`config.mk`:
```
export PLATFORM = sky130hd
export DESIGN_NAME = aibcr3_signal_filt
export DESIGN_NICKNAME = d
export VERILOG_FILES = /design/src/rtl/aibcr3_signal_filt.sv
export SDC_FILE = /design/constraint.sdc
export NUM_CORES = 1
export LEC_CHECK = 0
export ABC_AREA = 0
export BUFFER_PORTS_ARGS = -buffer_cell sky130_fd_sc_hd__buf_2
export CORE_UTILIZATION = 39
export DETAILED_ROUTE_END_ITERATION = 16
export SYNTH_ARGS = -nofsm -noshare
export SYNTH_HDL_FRONTEND = slang
export SYNTH_SLANG_ARGS = --single-unit
```
`constraint.sdc`:
```
create_clock -name clk -period 3.15 [get_ports clk]
set_input_delay 0.7875 -clock clk [delete_from_list [all_inputs] [get_ports clk]]
set_output_delay 0.7875 -clock clk [all_outputs]
set_load 0.02 [all_outputs]
```
`src/rtl/aibcr3_signal_filt.sv`:
```
// Synchronizer plus glitch filter for the buffered AIB pad signal.
// Define AIBCR3_SIGNAL_FILT_EDGE_EN to build the rise/fall pulse flops; otherwise those outputs are tied low.
module aibcr3_signal_filt #(
    parameter int   SYNC_STAGES = 2,
    parameter int   FILT_LEN    = 4,
    parameter logic RST_VAL     = 1'b0
) (
    input  logic       clk,
    input  logic       reset,
    input  logic       sig_in,
    input  logic       glitch_clr,
    input  logic       vcc,
    input  logic       vssl,
    output logic       sig_out,
    output logic       rise_pls,
    output logic       fall_pls,
    output logic [7:0] glitch_cnt
);

    localparam logic [7:0] CNT_LAST = 8'(FILT_LEN - 1);

    logic [SYNC_STAGES-1:0] sync_reg;
    logic                   s;
    logic [7:0]             cnt_reg;
    logic [7:0]             cnt_next;
    logic                   sig_out_reg;
    logic                   sig_out_next;
    logic [7:0]             glitch_cnt_reg;
    logic [7:0]             glitch_cnt_next;
    logic                   update;
    logic                   reject;
    logic                   unused_supply;

    // Supply pins carry no logic; fold them into a sink so they stay connected.
    assign unused_supply = &{1'b0, vcc, vssl};

    always_ff @(posedge clk) begin
        if (reset) begin
            sync_reg <= {SYNC_STAGES{RST_VAL}};
        end else begin
            sync_reg <= {sync_reg[SYNC_STAGES-2:0], sig_in};
        end
    end

    assign s = sync_reg[SYNC_STAGES-1];

    always_comb begin
        update          = 1'b0;
        reject          = 1'b0;
        cnt_next        = cnt_reg;
        sig_out_next    = sig_out_reg;
        glitch_cnt_next = glitch_cnt_reg;

        // A partially counted excursion that collapses back to sig_out is a rejected glitch.
        if (s == sig_out_reg) begin
            cnt_next = 8'd0;
            reject   = (cnt_reg != 8'd0);
        end else if (cnt_reg >= CNT_LAST) begin
            update       = 1'b1;
            sig_out_next = s;
            cnt_next     = 8'd0;
        end else begin
            cnt_next = cnt_reg + 8'd1;
        end

        if (glitch_clr) begin
            glitch_cnt_next = 8'd0;
        end else if (reject && (glitch_cnt_reg != 8'hFF)) begin
            glitch_cnt_next = glitch_cnt_reg + 8'd1;
        end
    end

    always_ff @(posedge clk) begin
        if (reset) begin
            cnt_reg        <= 8'd0;
            sig_out_reg    <= RST_VAL;
            glitch_cnt_reg <= 8'd0;
        end else begin
            cnt_reg        <= cnt_next;
            sig_out_reg    <= sig_out_next;
            glitch_cnt_reg <= glitch_cnt_next;
        end
    end

    assign sig_out    = sig_out_reg;
    assign glitch_cnt = glitch_cnt_reg;

`ifdef AIBCR3_SIGNAL_FILT_EDGE_EN
    logic rise_pls_reg;
    logic fall_pls_reg;

    // Pulses are registered on the same edge that updates sig_out, so they are
    // high for exactly the cycle following that edge.
    always_ff @(posedge clk) begin
        if (reset) begin
            rise_pls_reg <= 1'b0;
            fall_pls_reg <= 1'b0;
        end else begin
            rise_pls_reg <= update & s;
            fall_pls_reg <= update & ~s;
        end
    end

    assign rise_pls = rise_pls_reg;
    assign fall_pls = fall_pls_reg;
`else
    assign rise_pls = 1'b0;
    assign fall_pls = 1'b0;
`endif

endmodule

```
==> results of run 1 <==
[area by class of cell]
class                   instances  area [um2]  area share (%)
multi-input cells              62         387            43.2
flip-flops and latches         19         380            42.5
well taps                      25        31.3            3.49
clock buffers                   3        22.5            2.51
clock inverters                 1        7.51           0.838
inverters                       2        7.51           0.838
repair buffers                 12        60.1            6.70
[worst paths after layout]
kind                               startpoint       endpoint
worst min-delay path              sync_reg[0]    sync_reg[1]
worst max register to register     cnt_reg[0]  glitch_cnt[3]
worst min register to register    sync_reg[0]    sync_reg[1]
worst max-delay path            glitch_cnt[2]  glitch_cnt[2]
[logic make-up (layout without fill, tap and decap cells)]
family | count (synthesis) | in the layout | synth area share [%]
other | 1 | 8 | 0.482
muxes | 2 | 2 | 2.57
DFF | 19 | 19 | 48.9
AOI/OAI and AO/OA | 17 | 17 | 13.0
adders and majority gates | 3 | 3 | 4.82
xor gates and xnor gates | 2 | 2 | 2.25
and+or+nand+nor | 30 | 30 | 23.2
buffers and inverters | 6 | 18 | 4.82
[power groups by stage]
stage | Clock (mW) | Sequential [mW] | Combinational [mW]
finish | 0.125 | 0.251 | 0.0242
global route | 0.141 | 0.252 | 0.0277
CTS | 0.131 | 0.251 | 0.0243
detailed placement | 0 | 0.256 | 0.0243
global placement | 0 | 0.256 | 0.0241
floorplan | 0 | 0.258 | 0.0192
[cells in the final DEF, fill, tap and decap left out, types with 2 or more instances in the layout]
cell type   n
or3_2       2
or4_1       3
nand3_1     4
clkbuf_4    3
ha_1        3
nor2b_1     3
o21ai_0     4
conb_1      8
nand2_1     2
a21oi_1     7
nor4_1      2
nand4_1     2
o31ai_1     3
dfxtp_1    19
mux2i_1     2
and3_1      3
inv_1       2
buf_2      12
nor2_1      4
[metrics by stage]
stage               hold WS [ns]  setup WS [ns]
finish                     0.453           1.43
CTS                        0.457           1.41
detailed placement         0.428           1.52
floorplan                  0.414           1.54
global route               0.469           1.37
global placement           0.422           1.54
[layer usage]
layer  vias to the layer above  global-route usage [%]  share of wire, %
met5                         -                       0                 0
met4                         0                    5.14               1.7
met3                         5                    8.24               5.4
met2                        12                    23.3                48
met1                       297                    16.4                45
li1                        323                       -                 -
==> qor.yml, run 1 <==
outcome: "finished, final reports clean"
routed_via_density: 5.14
filler_cell_count: 203
grt_max_degree: 13
dieHeight_um: 46.7
ys_seq_area_share_pct: 48.9
syn_inst: 80
fp.dieW_um: 46.7
root_buffer: "clkbuf_4"
yosysTopAreaCellShare_pct: 48.9
drc_errors: 0
power_frac_comb_pct: 6.1
path_cells: "buf_2"
vias: 637
io_pins: 17
drive_gt1_share_pct: 19.2
crit_type: "reg -> out"
worstSetupStartpointType: "register"
synth_area_leaders: "dfxtp_1, ha_1, a21oi_1"
final_cell_area_um2: 896
synth_edf_count: 0
p_switching_mw: 0.0958
grt_util_all_layers_pct: 14.7
path_delay_family: "flip-flops"
r2r_setup_slack_ns: 1.49
clockBufferDepth: 2
overflow: 0
synth_most_common_cell: "dfxtp_1"
antenna_found_initial: 0
placed_cells: 120
place.gp.congestion: 0.793
p_per_area_nw_per_um2: 446
htree_levels: 1
critPathArrivalTime_ns: 0.94
yosysWarnings: 0
cts_inserted_buffers: 3
grt_pass1_wl_mm: 2.17
synth_area_um2: 778
portBuffers: 12
antenna_left: 0
crit_path_max_incr_delay_ns: 0.44
tightestPinTransition_ns: 0.503
max_freq_mhz: 580
drt_iter0_markers: 8
power.total_mw: 0.400
post_cts_buffers: 0
final_nets: 109
row_count: 15
synthFlopType: "dfxtp_1"
swShare_pct: 23.9
start_util_pct: 43.2
drtPass1Iterations: 3
fin_util_pct: 49.7
insertion_delay_ns: 0.30
setup_viol: 0
r2r_cells: 5
netlist-cell-type-count: 30
slew_headroom_pct: 66.2
stdcell_count: 124
rsz0062_at_grt: "no"
period_minus_slack_ns: 1.72
area_growth_pct: 15.1
report.final.slew_viol_count: 0
cts_resized: 0
diodes: 0
hold_depth: 1
cts_sinks: 19
drv_cap: 0
clock_power_share_pct: 31.2
finClkSkew_ns: 0.00115
post-dp-hpwl_um: 962
hold_class: "reg -> reg"
min_period_over_period_pct: 54.8
crit_buf_inv: 1
coreArea_um2: 1800
crit_slowest_cell: "dfxtp_1"
ys_ff_latch: 19
hold_viol_final: 0
grt_pass1_vias: 523
postRouteWirelength_mm: 1.29
async_flop_share_pct: 0
wire_per_inst_um: 10.4
clk_pin_slew_ns: 0.11
crit_path_end_kind: "output pin"
crit_cells: 1
post_dp_cell_area_um2: 866
cts_tree: "done"
power.internal_mw: 0.304
die_area_um2: 2180
synthTopCellsByCount: "dfxtp_1, a21oi_1, nand3_1, nor2_1, o21ai_0"
finalSetupTns_ns: 0
hold_buffers: 0
yosysTopAreaCell: "dfxtp_1"
peakVddDrop_v: 0.000308
worst_ep_required_time_ns: 2.36
cp_max_fo: 7
p_seq_share_pct: 62.7
leakagePower_nw: 0.380
syn_avg_cell_area_um2: 9.73
No activity file was read; power rests on OpenSTA's default activity.
==> run 2: changes to the inputs <==
ABC_AREA = 1   (was 0)
clock period = 1.7 ns   (was 3.15 ns; I/O delays follow)
==> run 2 against run 1 <==
First-iteration DRC count grew 63%. Via count grew 16%. Synthesized cell count grew 48%. Setup slack lost 1.1 ns. Combinational power grew 130%. Power grew 86%. Cell count grew 34%. Highest routed layer unchanged.
==> qor.yml, run 2 <==
outcome: "finished, final reports clean"
grt_util_all_layers_pct: 15.0  # +0.28 points
area_growth_pct: 14.9
r2r-start: "glitch_cnt[1]"
max_freq_mhz: 713
multi_input_area_um2: 459  # +19%
antenna_left: 0  # unchanged
diodes: 0  # unchanged
report.final.slew_viol_count: 0  # unchanged
cts_tree: "done"
htree_levels: 1  # unchanged
start_util_pct: 43.5  # +0.31 points
crit_buf_inv: 1  # unchanged
yosysWarnings: 0  # unchanged
post-dp-hpwl_mm: 1.15  # +20%
wl_met2_um: 668  # +7.9%
cts_sinks: 19  # unchanged
post_dp_cell_area_um2: 993  # +15%
clockBufferDepth: 2  # unchanged
synth_edf_count: 0  # unchanged
final_nets: 149  # +37%
wl_met1_um: 752  # +31%
post_cts_buffers: 0  # unchanged
placed_cells: 162  # +35%
crit_type: "reg -> out"
drive_gt1_share_pct: 17.3  # -1.9 points
ys_seq_area_share_pct: 42.8  # -6.1 points
mostFrequentLayoutCell: "nand2_1"
post-place-ws_ns: 0.359  # -1.16 ns
final_cell_mix: "nand2_1, dfxtp_1, inv_1, nor2_1, buf_2"
ys_ff_latch: 19  # unchanged
crit_slowest_cell: "dfxtp_1"
critPathArrivalTime_ns: 0.98  # +0.04 ns
fp.dieW_um: 49.7  # +6.5%
syn_inst: 118  # +48%
hold_viol_final: 0  # unchanged
grt_pass1_wl_mm: 2.75  # +27%
grt_pass1_vias: 645  # +23%
insertion_delay_ns: 0.29  # about the same
crit_path_max_incr_delay_ns: 0.47  # +0.03 ns
met3WireLength_um: 65  # -5.8%
worstSetupStartpointType: "register"
filler_cell_count: 231  # +14%
root_buffer: "clkbuf_4"
leakagePower_nw: 0.481  # +27%
netlist-cell-type-count: 22  # -27%
drt_iter0_markers: 13  # +5
rsz0062_at_grt: "no"
synthFlopType: "dfxtp_1"
dieHeight_um: 49.7  # +6.5%
r2r_setup_slack_ns: 0.33  # -1.16 ns
wire_per_inst_um: 9.05  # -13%
hold_class: "in -> reg"
yosysTopAreaCellShare_pct: 42.8  # -6.1 points
postRouteWirelength_mm: 1.50  # +17%
synth_most_common_cell: "nand2_1"
drc_errors: 0  # unchanged
overflow: 0  # unchanged
grt_max_degree: 12  # -1
stdcell_count: 166  # +34%
cts_inserted_buffers: 3  # unchanged
setup_slack_ns: 0.298  # -1.13 ns
regArea_um2: 380  # unchanged
dr.max_layer_used: "met4"
antenna_found_initial: 0  # unchanged
hold_buffers: 0  # unchanged
cts_resized: 0  # unchanged
cp_max_fo: 6  # -1
crit_path_end_kind: "output pin"
synth_area_leaders: "dfxtp_1, nand2_1, inv_1"
cp-startpoint: "glitch_cnt[2]"
worstHoldStart: "sig_in"
setup_viol: 0  # unchanged
min_period_over_period_pct: 82.5
vias: 739  # +16%
yosysTopAreaCell: "dfxtp_1"
place.gp.congestion: 0.762  # -3.9%
p_per_area_nw_per_um2: 729  # +63%
portBuffers: 12  # unchanged
async_flop_share_pct: 0  # unchanged
row_count: 16  # +1
finalSetupTns_ns: 0  # unchanged
fin_util_pct: 50.0  # +0.28 points
clk_pin_slew_ns: 0.10  # about the same
synth_area_um2: 888  # +14%
worst_ep_required_time_ns: 1.27  # -1.09 ns
io_pins: 17  # unchanged
drtPass1Iterations: 4  # +1
path_delay_family: "flip-flops"
peakVddDrop_v: 0.000554  # +80%
die_area_um2: 2470  # +14%
final_cell_area_um2: 1020  # +14%
routed_via_density: 4.45  # -13%
period_minus_slack_ns: 1.40
path_cells: "buf_2"
coreArea_um2: 2040  # +13%
syn_avg_cell_area_um2: 7.53  # -23%
finClkSkew_ns: 0.00246  # +0.00130 ns
drv_cap: 0  # unchanged
synthTopCellsByCount: "nand2_1, dfxtp_1, inv_1, nor2_1, nand3_1"
==> run 2: cell count changes in the layout (fill, tap and decap cells not counted), sizes merged, moves of 3 or more <==
| cell | delta |
|---|---|
| and3 | -3 |
| inv | +14 |
| nand2 | +28 |
| nand3 | +7 |
| nor2 | +14 |
| nor2b | -3 |
| o31ai | -3 |
| or3 | -3 |
| or4 | -3 |
==> run 2: through the flow <==
stage               power (mW)  hold WS [ns]
global route             0.796         0.303
detailed placement       0.532         0.407
global placement         0.530         0.395
CTS                      0.758         0.317
floorplan                0.519         0.388
finish                   0.744         0.321
==> run 2: report_power, final <==
| group | leakage (nW) | switching, mW | internal (mW) | total, mW |
|---|---|---|---|---|
| clock network | 0.0177 | 0.135 | 0.0876 | 0.223 |
| registers | 0.156 | 0.00834 | 0.458 | 0.466 |
| logic | 0.307 | 0.0361 | 0.0185 | 0.0545 |
| total | 0.481 | 0.180 | 0.564 | 0.744 |
==> run 2: layout make-up <==
| class | instances | share of cell area (%) |
|---|---|---|
| Multi-Input combinational cell | 88 | 45.0 |
| Sequential cell | 19 | 37.3 |
| Clock inverter | 1 | 0.490 |
| Timing Repair Buffer | 12 | 5.88 |
| Clock buffer | 3 | 2.21 |
| Inverter | 16 | 5.88 |
| Tap cell | 27 | 3.31 |
==> run 2: worst paths after layout <==
check	to	cells after the start
setup / recovery	glitch_cnt[2]	1
hold / removal	sync_reg[0]	3
setup reg to reg	glitch_cnt[0]	7
hold reg to reg	sync_reg[1]	2
==> run 2: cells by family after synthesis <==
kind of cell	after synthesis	share of synthesized area, %
buffers and inverters	18	8.45
flip-flops	19	42.8
AND/OR/NAND/NOR	63	33.7
adder cells (fa/ha/maj)	3	4.23
AO/OA/AOI/OAI	10	5.63
XOR/XNOR	4	4.79
other	1	0.422
==> run 2: layer usage <==
metal	up-vias	global-route usage [%]
met5	-	0
met3	2	4.63
met4	0	5.71
met2	13	23.0
met1	323	19.4
li1	401	-
==> run 3: changes to the inputs <==
ABC_AREA = 0   (was 1)
clock period = 1.2 ns   (was 1.7 ns; I/O delays follow)
==> run 3 against run 2 <==
The run now ends with negative setup slack left. Non-clock buffer count grew 27. Critical endpoint is now glitch_cnt[3]. Via count grew 6.4%. Power grew 51%. Sequential share of layout area shrank 7.2 points. Critical path type is now reg -> reg. Combinational power grew to 2.5 times the previous value. Global-route usage grew 4.5 points. Flip-flop and latch count is the same. Setup slack lost 0.57 ns. Core utilization grew 25 points. Critical path depth grew 3. Highest routed layer unchanged. Die area shrank 12%. Sequential power grew 41%.
==> qor.yml, run 3 (same netlist as run 1, synthesis figures left out) <==
portBuffers: 12  # unchanged
drc_errors: 0  # unchanged
power.internal_mw: 0.843  # +49%
mostFrequentLayoutCell: "buf_4"
insertion_delay_ns: 0.30  # about the same
fp.dieW_um: 46.7  # -6.1%
area_growth_pct: 72.5
coreArea_um2: 1800  # -12%
rsz0062_at_grt: "yes"
crit_path_end_kind: "register"
postRouteWirelength_mm: 2.09  # +39%
cts_tree: "done"
peakVddDrop_v: 0.000913  # +65%
clockBufferDepth: 2  # unchanged
final_cell_mix: "buf_4, buf_6, conb_1, dfxtp_1, dfxtp_2"
swShare_pct: 25.2  # +0.99 points
cts_inserted_buffers: 3  # unchanged
critPathArrivalTime_ns: 1.71  # +0.73 ns
crit_type: "reg -> reg"
place.gp.congestion: 0.749  # -1.7%
worst_ep_required_time_ns: 1.44  # +0.17 ns
routed_via_density: 5.17  # +16%
row_count: 15  # -1
wl_met1_um: 907  # +21%
power_frac_comb_pct: 12.2  # +4.9 points
cp-startpoint: "sig_out"
setup_slack_ns: -0.273  # -0.572 ns
final_nets: 137  # -8.1%
wire_per_inst_um: 13.8  # +52%
antenna_left: 0  # unchanged
period_minus_slack_ns: 1.47
io_pins: 17  # unchanged
p_switching_mw: 0.283  # +58%
drv_cap: 0  # unchanged
p_per_area_nw_per_um2: 839  # +15%
hold_class: "in -> reg"
stdcell_count: 152  # -8.4%
r2r_cells: 4  # -3
hold_buffers: 0  # unchanged
p_seq_share_pct: 58.4  # -4.3 points
crit_end: "glitch_cnt[3]"
dieHeight_um: 46.7  # -6.1%
met3WireLength_um: 68  # +4.6%
root_buffer: "clkbuf_4"
start_util_pct: 43.2  # -0.31 points
hold_viol_final: 0  # unchanged
die_area_um2: 2180  # -12%
post-dp-hpwl_mm: 1.17  # +1.9%
cts_sinks: 19  # unchanged
overflow: 0  # unchanged
grt_pass1_vias: 679  # +5.3%
r2r_setup_slack_ns: -0.27  # -0.60 ns
post-place-ws_ns: -0.348  # -0.706 ns
vias: 786  # +6.4%
finClkSkew_ns: 0.00373  # +0.00127 ns
drive_gt1_share_pct: 57.5  # +40 points
report.final.slew_viol_count: 0  # unchanged
grt_max_degree: 11  # -1
drt_iter0_markers: 22  # +9
cp_max_fo: 5  # -1
clock_power_share_pct: 29.4  # -0.6 points
placed_cells: 141  # -13%
diodes: 0  # unchanged
leakagePower_nw: 0.559  # +16%
max_freq_mhz: 679
grt_pass1_wl_mm: 2.88  # +4.5%
violations: "negative setup slack"
htree_levels: 1  # unchanged
antenna_found_initial: 0  # unchanged
clk_pin_slew_ns: 0.11  # about the same
min_period_over_period_pct: 123
outcome: "finished with violations"
wl_met2_mm: 1.09  # +64%
reg2reg_to: "glitch_cnt[3]"
r2r-start: "sig_out"
setup_viol: 16  # +16
worstSetupStartpointType: "register"
grt_util_all_layers_pct: 19.4  # +4.5 points
fin_util_pct: 74.5  # +25 points
drtPass1Iterations: 4  # unchanged
dr.max_layer_used: "met4"
## run 3: area by class of cell
class                   count  area, um2
fillers                   138        459
flip-flops and latches     19        404
inverters                   2       7.51
well taps                  25       31.3
multi-input cells          63        524
clock buffers               4       26.3
repair buffers             39        349
## run 3: power by group through the flow
stage / logic (mW) / clock network [mW] / registers [mW]
after detailed placement: 0.0881 / 0 / 0.670
after global placement: 0.0866 / 0 / 0.669
after global routing: 0.147 / 0.366 / 0.660
after CTS: 0.102 / 0.331 / 0.659
after floorplan: 0.0524 / 0 / 0.676
final: 0.137 / 0.331 / 0.658
## run 3: per-stage QoR
step           TNS [ns]  hold slack [ns]  area [um2]  total power, mW
2_1_floorplan     -1.13            0.363         865            0.729
3_3_place_gp      -1.81            0.421        1080            0.756
3_5_place_dp      -2.11            0.442        1080            0.758
4_1_cts           -1.77            0.213        1220             1.09
5_1_grt           -3.12            0.196        1340             1.17
6_report          -2.23            0.207        1340             1.13
## run 3: what timing repair did
item,4_1_cts,5_1_grt
cloned,0,1
setup endpoints to repair,20,20
pin swaps,2,3
resized for setup,34,15
setup buffers,0,6
## run 3: worst min path at each step
| stage | startpoint | to | slack [ns] | depth (start not counted) |
|---|---|---|---|---|
| global placement | sync_reg[0] | sync_reg[1] | 0.42 | 1 |
| global route | sig_in | sync_reg[0] | 0.20 | 2 |
| detailed placement | sync_reg[0] | sync_reg[1] | 0.44 | 1 |
| floorplan | reset | sig_out | 0.36 | 1 |
| CTS | sig_in | sync_reg[0] | 0.21 | 2 |
| finish | sig_in | sync_reg[0] | 0.21 | 2 |
## run 3: critical path, cell delays in order (launching register included)
cell,delay (ns)
dfxtp_4,0.38
xor2_4,0.19
a31o_4,0.24
or4_1,0.47
a21oi_1,0.13
## run 3: per-layer routing
layer,vias up,global-route usage (%)
met5,-,0
met4,0,12.0
met3,4,3.53
met2,21,32.8
met1,376,22.3
li1,385,-
